**config.mk**
```make
export PLATFORM = sky130hd
export DESIGN_NAME = adder_pipe_nbit
export DESIGN_NICKNAME = d
export VERILOG_FILES = /design/src/rtl/adder_pkg.sv /design/src/rtl/adder_chunk.sv /design/src/rtl/adder_pipe_nbit.sv
export SDC_FILE = /design/constraint.sdc
export NUM_CORES = 1
export LEC_CHECK = 0
export ABC_CLOCK_PERIOD_IN_PS = 2310
export CORE_UTILIZATION = 45
export CTS_BUF_LIST = sky130_fd_sc_hd__clkbuf_8
export DETAILED_ROUTE_END_ITERATION = 6
export PLACE_DENSITY = 0.82
export SLEW_MARGIN = 20
export SYNTH_ARGS = -nofsm -noshare
export SYNTH_HDL_FRONTEND = slang
export SYNTH_HIERARCHICAL = 1
export SYNTH_SLANG_ARGS = --single-unit
export TNS_END_PERCENT = 20
```
**constraint.sdc**
```tcl
create_clock -name clk -period 2.31 [get_ports clk]
set_input_delay 0.462 -clock clk [delete_from_list [all_inputs] [get_ports clk]]
set_output_delay 0.462 -clock clk [all_outputs]
set_load 0.005 [all_outputs]
```
**src/rtl/adder_pkg.sv**
```systemverilog
// Shared constants and parameter helpers for the pipelined add/subtract unit.
package adder_pkg;

    localparam logic OP_ADD = 1'b0;
    localparam logic OP_SUB = 1'b1;

    // Bits handled by each pipeline stage.
    function automatic int unsigned chunk_width(input int unsigned width,
                                                input int unsigned stages);
        return (stages == 0) ? 0 : width / stages;
    endfunction

    // The width must split into equal, non-empty chunks.
    function automatic bit stages_legal(input int unsigned width, input int unsigned stages);
        return (stages >= 1) && (stages <= width) && ((width % stages) == 0);
    endfunction

endpackage

```
**src/rtl/adder_chunk.sv**
```systemverilog
// Combinational CHUNK-bit ripple adder built from 1-bit full-adder cells.
module adder_chunk #(
    parameter int unsigned CHUNK = 4
) (
    input  logic [CHUNK-1:0] a,
    input  logic [CHUNK-1:0] b,
    input  logic             c_in,
    output logic [CHUNK-1:0] sum,
    output logic             c_out,
    output logic             c_msb
);

    logic [CHUNK:0] carry;

    assign carry[0] = c_in;

    for (genvar i = 0; i < CHUNK; i++) begin : gen_fa
        assign sum[i]       = a[i] ^ b[i] ^ carry[i];
        assign carry[i + 1] = (a[i] & b[i]) | (carry[i] & (a[i] ^ b[i]));
    end

    assign c_out = carry[CHUNK];
    // Carry into the top bit of this chunk; only meaningful for overflow on the last chunk.
    assign c_msb = carry[CHUNK-1];

endmodule

```
**src/rtl/adder_pipe_nbit.sv**
```systemverilog
// Pipelined WIDTH-bit add/subtract unit with valid/ready handshakes and a global stall.
module adder_pipe_nbit
    import adder_pkg::*;
#(
    parameter int unsigned WIDTH  = 8,
    parameter int unsigned STAGES = 2
) (
    input  logic             clk,
    input  logic             rst_n,
    input  logic             in_valid,
    output logic             in_ready,
    input  logic [WIDTH-1:0] a,
    input  logic [WIDTH-1:0] b,
    input  logic             c_in,
    input  logic             op,
    output logic             out_valid,
    input  logic             out_ready,
    output logic [WIDTH-1:0] sum,
    output logic             c_out,
    output logic             ovf
);

    localparam int unsigned CHUNK = chunk_width(WIDTH, STAGES);

    if (!stages_legal(WIDTH, STAGES)) begin : gen_param_check
        $error("adder_pipe_nbit: WIDTH must be a multiple of STAGES, 1 <= STAGES <= WIDTH");
    end

    logic             advance;
    logic [WIDTH-1:0] b_eff;
    logic             cin_eff;
    logic             ovf_q;

    // Subtraction is a + ~b + ~borrow, so one adder serves both modes.
    assign b_eff    = (op == OP_SUB) ? ~b : b;
    assign cin_eff  = (op == OP_SUB) ? ~c_in : c_in;
    assign advance  = !out_valid || out_ready;
    assign in_ready = advance;

    for (genvar k = 0; k < STAGES; k++) begin : gen_stage
        // Operand bits not yet summed when entering this stage, and result bits after it.
        localparam int unsigned WIN = WIDTH - k * CHUNK;
        localparam int unsigned SW  = (k + 1) * CHUNK;

        logic [WIN-1:0]   a_in;
        logic [WIN-1:0]   b_in;
        logic             ci;
        logic             valid_d;
        logic [CHUNK-1:0] s;
        logic             co;
        logic             cm;
        logic [SW-1:0]    sum_d;
        logic [SW-1:0]    sum_q;
        logic             valid_q;
        logic             carry_q;

        if (k == 0) begin : gen_head
            assign a_in    = a;
            assign b_in    = b_eff;
            assign ci      = cin_eff;
            assign valid_d = in_valid;
            assign sum_d   = s;
        end else begin : gen_tail
            assign a_in    = gen_stage[k-1].gen_fwd.a_rem_q;
            assign b_in    = gen_stage[k-1].gen_fwd.b_rem_q;
            assign ci      = gen_stage[k-1].carry_q;
            assign valid_d = gen_stage[k-1].valid_q;
            assign sum_d   = {s, gen_stage[k-1].sum_q};
        end

        adder_chunk #(
            .CHUNK(CHUNK)
        ) u_chunk (
            .a    (a_in[CHUNK-1:0]),
            .b    (b_in[CHUNK-1:0]),
            .c_in (ci),
            .sum  (s),
            .c_out(co),
            .c_msb(cm)
        );

        if (k < STAGES - 1) begin : gen_fwd
            logic [WIN-CHUNK-1:0] a_rem_q;
            logic [WIN-CHUNK-1:0] b_rem_q;
            logic                 unused_cm;

            assign unused_cm = cm;

            // Carry the still-unsummed upper operand bits to the next stage.
            always_ff @(posedge clk or negedge rst_n) begin
                if (!rst_n) begin
                    a_rem_q <= '0;
                    b_rem_q <= '0;
                end else if (advance) begin
                    a_rem_q <= a_in[WIN-1:CHUNK];
                    b_rem_q <= b_in[WIN-1:CHUNK];
                end
            end
        end

        // Stage register: valid bit, chunk carry and the accumulated low result bits.
        always_ff @(posedge clk or negedge rst_n) begin
            if (!rst_n) begin
                valid_q <= 1'b0;
                carry_q <= 1'b0;
                sum_q   <= '0;
            end else if (advance) begin
                valid_q <= valid_d;
                carry_q <= co;
                sum_q   <= sum_d;
            end
        end
    end

    // Signed overflow: carry into the MSB disagrees with carry out of it.
    always_ff @(posedge clk or negedge rst_n) begin
        if (!rst_n) begin
            ovf_q <= 1'b0;
        end else if (advance) begin
            ovf_q <= gen_stage[STAGES-1].cm ^ gen_stage[STAGES-1].co;
        end
    end

    assign out_valid = gen_stage[STAGES-1].valid_q;
    assign sum       = gen_stage[STAGES-1].sum_q;
    assign c_out     = gen_stage[STAGES-1].carry_q;
    assign ovf       = ovf_q;

endmodule

```
=== Yosys cells after proc, flatten, opt, wreduce, memory -nomap -nowiden ===
Cells that the tools add are included.

* Bits in registers: 25
* Input port bits: 22
* Output and inout port bits: 12
* Word-level logic and storage cells: 56

* Muxes and demuxes: 2
* Bitwise logic cells: 43
* Reduce and logical (&&, ||, !) cells: 2

{| class="wikitable"
|+ Operators with widths
! operator !! count
|-
| $xor 1x1->1 || 17
|-
| $and 1x1->1 || 16
|-
| $mux 8 || 1
|-
| $not 8->8 || 1
|-
| $or 1x1->1 || 8
|-
| $logic_not 1->1 || 1
|-
| $logic_or 1x1->1 || 1
|-
| $mux 1 || 1
|-
| $not 1->1 || 1
|}

=== Depth between registers and ports, before layout ===
* Depth in word-level cells: 11
* Mapped depth: 9
* Gate-level depth less buffers: 8

=== Cells and area by module ===
Netlist, hierarchy kept.

{| class="wikitable"
|+ Modules (own cells, without submodules)
! module !! instances !! cells each !! area each (um^2) !! seq. area each (um^2)
|-
| adder_pipe_nbit || 1 || 65 || 1122.3 || 625.6
|-
| adder_chunk || 2 || 12 || 110.1 || 0.0
|}

=== Worst setup path after synthesis ===
OpenSTA, ideal clock, no wires.

* Kind: input -> register
* Start: input op
* End: register gen_stage[0].sum_q[3]
* Arrival: 2.540 ns
* Path slack: -0.355 ns
* Stages on the path: 9
* Path buffers: 1
* Cell sequence: buf_2 > xor2_1 > fa_1 > inv_1 > fa_1 > fa_1 > inv_1 > fa_1 > mux2_2

* Word-level cells in the longest chain between the ends: 9
* Elaborated cells on any way between the ends: 16
* Classes of those cells: mux: 2; bitwise: 14

{| class="wikitable"
|+ Ends and longest elaborated chain
! what !! line !! RTL
|-
| start, declared || adder_pipe_nbit.sv:15 || <nowiki>input logic op,</nowiki>
|-
| $mux 8 * || adder_pipe_nbit.sv:35 || <nowiki>assign b_eff = (op == OP_SUB) ? ~b : b;</nowiki>
|-
| via b_eff[0] || adder_pipe_nbit.sv:30 || <nowiki>logic [WIDTH-1:0] b_eff;</nowiki>
|-
| $xor 1x1->1 || adder_chunk.sv:19 || <nowiki>assign carry[i + 1] = (a[i] & b[i]) | (carry[i] & (a[i] ^ b[i]));</nowiki>
|-
| $and 1x1->1 || adder_chunk.sv:19 ||
|-
| $or 1x1->1 * || adder_chunk.sv:19 ||
|-
| $and 1x1->1 * || adder_chunk.sv:19 ||
|-
| $or 1x1->1 * || adder_chunk.sv:19 ||
|-
| $and 1x1->1 * || adder_chunk.sv:19 ||
|-
| $or 1x1->1 * || adder_chunk.sv:19 ||
|-
| via gen_stage[0].cm || adder_pipe_nbit.sv:51 || <nowiki>logic cm;</nowiki>
|-
| $xor 1x1->1 * || adder_chunk.sv:18 || <nowiki>assign sum[i] = a[i] ^ b[i] ^ carry[i];</nowiki>
|-
| via gen_stage[0].s[3] || adder_pipe_nbit.sv:49 || <nowiki>logic [CHUNK-1:0] s;</nowiki>
|-
| end signal, assigned || adder_pipe_nbit.sv:110 || <nowiki>sum_q <= sum_d;</nowiki>
|-
| end, declared || adder_pipe_nbit.sv:53 || <nowiki>logic [SW-1:0] sum_q;</nowiki>
|}

The timed path passes the listed nets; every way through them passes the cells marked *.
A chain may end at the register's enable or synchronous reset.

=== Final worst setup path ===
* Start: input a[1]
* End: register gen_stage[0].sum_q[3]

* Word-level cells in the longest chain between the ends: 6
* Elaborated cells on any way between the ends: 7
* Classes of those cells: bitwise: 7

{| class="wikitable"
|+ Ends and longest elaborated chain
! what !! line !! RTL
|-
| start, declared || adder_pipe_nbit.sv:12 || <nowiki>input logic [WIDTH-1:0] a,</nowiki>
|-
| $xor 1x1->1 || adder_chunk.sv:19 ||
|-
| $and 1x1->1 || adder_chunk.sv:19 ||
|-
| $or 1x1->1 * || adder_chunk.sv:19 ||
|-
| $and 1x1->1 * || adder_chunk.sv:19 ||
|-
| $or 1x1->1 * || adder_chunk.sv:19 ||
|-
| via gen_stage[0].cm || adder_pipe_nbit.sv:51 ||
|-
| $xor 1x1->1 * || adder_chunk.sv:18 ||
|-
| via gen_stage[0].s[3] || adder_pipe_nbit.sv:49 ||
|}

Marked as above.

==> key figures <==
Critical path
  • Element type at the critical path end: flop
  • WP data arrival: between 2 and 2.5 ns
  • CP most frequent cell: fa_2
  • Largest stage delay, worst path: around 0.45 ns
  • Type of origin of the critical path: primary input
  • CP Max Fanout: 1
  • Crit path required time: 2.47 ns
  • Crit path cell chain: clkdlybuf4s50_1 > inv_1 > fa_2 > fa_2 > inv_2 > fa_1 > mux2_4
  • CP max-delay cell: clkdlybuf4s50_1
  • Crit Path Category: in2reg

Yosys
  • Sequential fraction of the synthesis area: 46.6%
  • Count leader, synth: dfrtp_1
  • Post-Synth Adder-Cell Area: between 10% and 20%
  • Syn avg cell area: 15.1 um2
  • Post-synth EDFFs: 0
  • Largest family of logic cells by synthesized area: multiplexers
  • Synth Flop Type: dfrtp_1
  • Post-synthesis compound-gate area fraction: 0%
  • Register bit total from synthesis: 25
  • Post-Synthesis Cells: 89
  • Cell accounting for the most synthesized area: dfrtp_1
  • Synth cell count leaders: dfrtp_1, mux2_4, inv_1
  • Syn. warnings: 6
  • Simple-gate share of the synthesized area: 1.49%
  • Post-Synth XOR/XNOR Area: between 6 and 7%
  • Distinct cells, synth: 12
  • Cell Area, Synth: 0.00134 mm2
  • Syn_nets: 119
  • Mux share of post-synthesis cell area: 25.2%
  • Synth async-reset ratio: 100%
  • Top cell type's share of synthesized area: 46.6%
  • Top area cells in the synthesized netlist: dfrtp_1, mux2_4, fa_1, xor2_1, mux2_2

Detailed routing
  • Vias after detailed routing: around 760
  • # DRC: 0
  • Initial DRC count: 4
  • Routed wire length: about 2300 um
  • Routed WL per cell: 14.3 um
  • Antenna-violating nets left: 0
  • Drt via density: 4.79
  • Pre-antenna DRT Iters: 2

Timing
  • Final Skew: roughly 0.0080 ns
  • Max Slew Vio Count: 0
  • Fmax: around 440 MHz
  • Min cycle time layout: 2.27 ns
  • Final Cycle Share: 98.5%
  • Worst-Margin Slew: roughly 0.4 ns
  • RSZ-0062 raised after global routing: no
  • Final setup TNS: 0 ns
  • Relative slew margins: between 70 and 80%
  • Final setup violation count: 0
  • Count of final hold-check violations: 0
  • Hold slack: approximately 0.48 ns

Placement
  • Cell Count Post-Placement: 153
  • Final Wtd Congestion: around 0.7
  • Port-buffer cells: 33
  • Post-DP HPWL: 1770 um

Global route
  • GRT busiest layer: met2
  • Antenna violations before repair: 0
  • GR Layer Usage met2: 27.1%
  • Total Routing Usage GR: 16.0%
  • M3 GR Usage: 3.69%
  • Number of global-route vias before repair: 829
  • Met1 usage in global routing: 18.9%
  • First-pass GRT wire length: 3750 um
  • Pin count of the biggest net entering global routing: 26
  • Overflow after GRT: 0

Cells and area
  • Fraction of layout cells with a size suffix above 1: 37.0%
  • Cell Count, Final, Fillers Out: 158
  • Area Growth Syn to Fin: 32.6%
  • N_diodes: 0
  • Final net count: 158

Pwr
  • Sequential Power Share: 43.4%
  • Clock power frac: between 15 and 20%
  • Int Power: 1.10 mW
  • Net Sw Power: 0.409 mW
  • Combinational Power Share: 39.3%
  • Total power: 1.51 mW
  • Sw Share: a little over a quarter
  • Peak VDD IR: around 0.00052 V
  • PwrDens: 848 mW/mm2
  • Leakage: 0.851 nW

Floorplanning
  • Chip Width: around 57 um
  • Top Ports: 34
  • Die H: 56.6 um
  • Cell Rows: 19
  • Initial Util: 48.3%
  • Core ar.: 0.00278 mm2
  • Die area: 0.00321 mm2

CTS
  • CTS tree: yes
  • Max Root-Sink Buffers: 2
  • Sink Count: 25
  • Root Driver: clkbuf_8
  • Hold bufs inserted after CTS: 0
  • CTS Buf Count: 3
  • H-tree Lvls: 1
  • Clock slew at reported path FFs: 0.09 ns
  • Worst skew pair latency: 0.27 ns

Flow run
  • Max Cap Violations: 0

Hold path
  • Min-delay worst type: reg2reg

Outcome
  • Status: complete, no violations
kinds of logic after synthesis:
group	Yosys count
XOR/XNOR	10
AND/OR/NAND/NOR	2
buffers and inverters	20
flip-flops	25
adder cells (fa/ha/maj)	8
multiplexers	24
through the flow:
step                instance area [um2]  util [%]  worst slack, ns
floorplan                          1380         -           -0.158
global placement                   1710      61.6           -0.700
detailed placement                 1710      61.6           -0.796
CTS                                1770      63.5          0.00735
global route                       1780      64.0          0.00174
finish                             1780      64.0           0.0357
final timing paths:
| kind | endpoint | slack [ns] | start | depth (start not counted) |
|---|---|---|---|---|
| min | out_valid | 0.48 | gen_stage[0].valid_q | 1 |
| min reg2reg | out_valid | 0.48 | gen_stage[0].valid_q | 1 |
| max reg2reg | sum[7] | 0.09 | gen_stage[0].gen_fwd.b_rem_q[0] | 7 |
| max in group asynchronous | gen_stage[0].sum_q[0] | 1.52 | rst_n | 2 |
| max | gen_stage[0].sum_q[3] | 0.04 | a[1] | 7 |
| min in group asynchronous | sum[6] | 0.54 | rst_n | 2 |
final cells by class:
cell class,count,area (um2)
well taps,31,38.8
repair buffers,38,359
multi-input cells,44,648
inverters,16,60.1
clock inverters,1,7.51
clock buffers,3,41.3
flip-flops and latches,25,626
fillers,208,1000
critical path: cells and delay by family:
family / cells / cell delay, ns
adders and majority gates: 3 / 1.14
buffers and inverters: 3 / 0.57
muxes: 1 / 0.26
repair_timing:
| action | in CTS | in global routing |
|---|---|---|
| setup buffers | 0 | 1 |
| setup endpoints to repair | 3 | 3 |
| pin swaps | 7 | 3 |
| cloned | 0 | 0 |
| resized for setup | 20 | 4 |
cells in the final DEF (no fill, tap or decap):
cell type | Yosys | final
nand2b_4 | 1 | 1
nand2b_1 | 1 | 1
inv_1 | 16 | 13
dlygate4sd2_1 | 0 | 2
buf_2 | 1 | 1
xor2_1 | 10 | 8
xor2_4 | 0 | 1
mux2_2 | 6 | 5
dfrtp_1 | 25 | 25
fa_2 | 0 | 5
mux2_4 | 18 | 19
xor2_2 | 0 | 1
clkdlybuf4s50_1 | 0 | 28
clkbuf_8 | 0 | 3
buf_6 | 1 | 1
buf_4 | 0 | 6
inv_2 | 0 | 3
clkinvlp_4 | 0 | 1
fa_1 | 8 | 3
state kept, by name (all words and copies together), names as in the netlist:
name,count
ovf,1
sum,8
gen_stage.sum_q,4
gen_stage.carry_q,1
gen_stage.gen_fwd.a_rem_q,4
c_out,1
out_valid,1
gen_stage.valid_q,1
gen_stage.gen_fwd.b_rem_q,4
power by group through the flow:
stage / Clock (mW) / Combinational [mW] / Sequential (mW)
2_1_floorplan: 0 / 0.327 / 0.653
3_3_place_gp: 0 / 0.569 / 0.653
3_5_place_dp: 0 / 0.583 / 0.667
4_1_cts: 0.273 / 0.595 / 0.660
5_1_grt: 0.292 / 0.646 / 0.673
6_report: 0.262 / 0.594 / 0.655
routing by layer:
metal	vias to the layer above	part of all wire (%)
li1	347	-
met5	-	0
met1	384	39
met2	20	54
met4	0	2.5
met3	6	3.9
(Power assumes the default switching activity.)
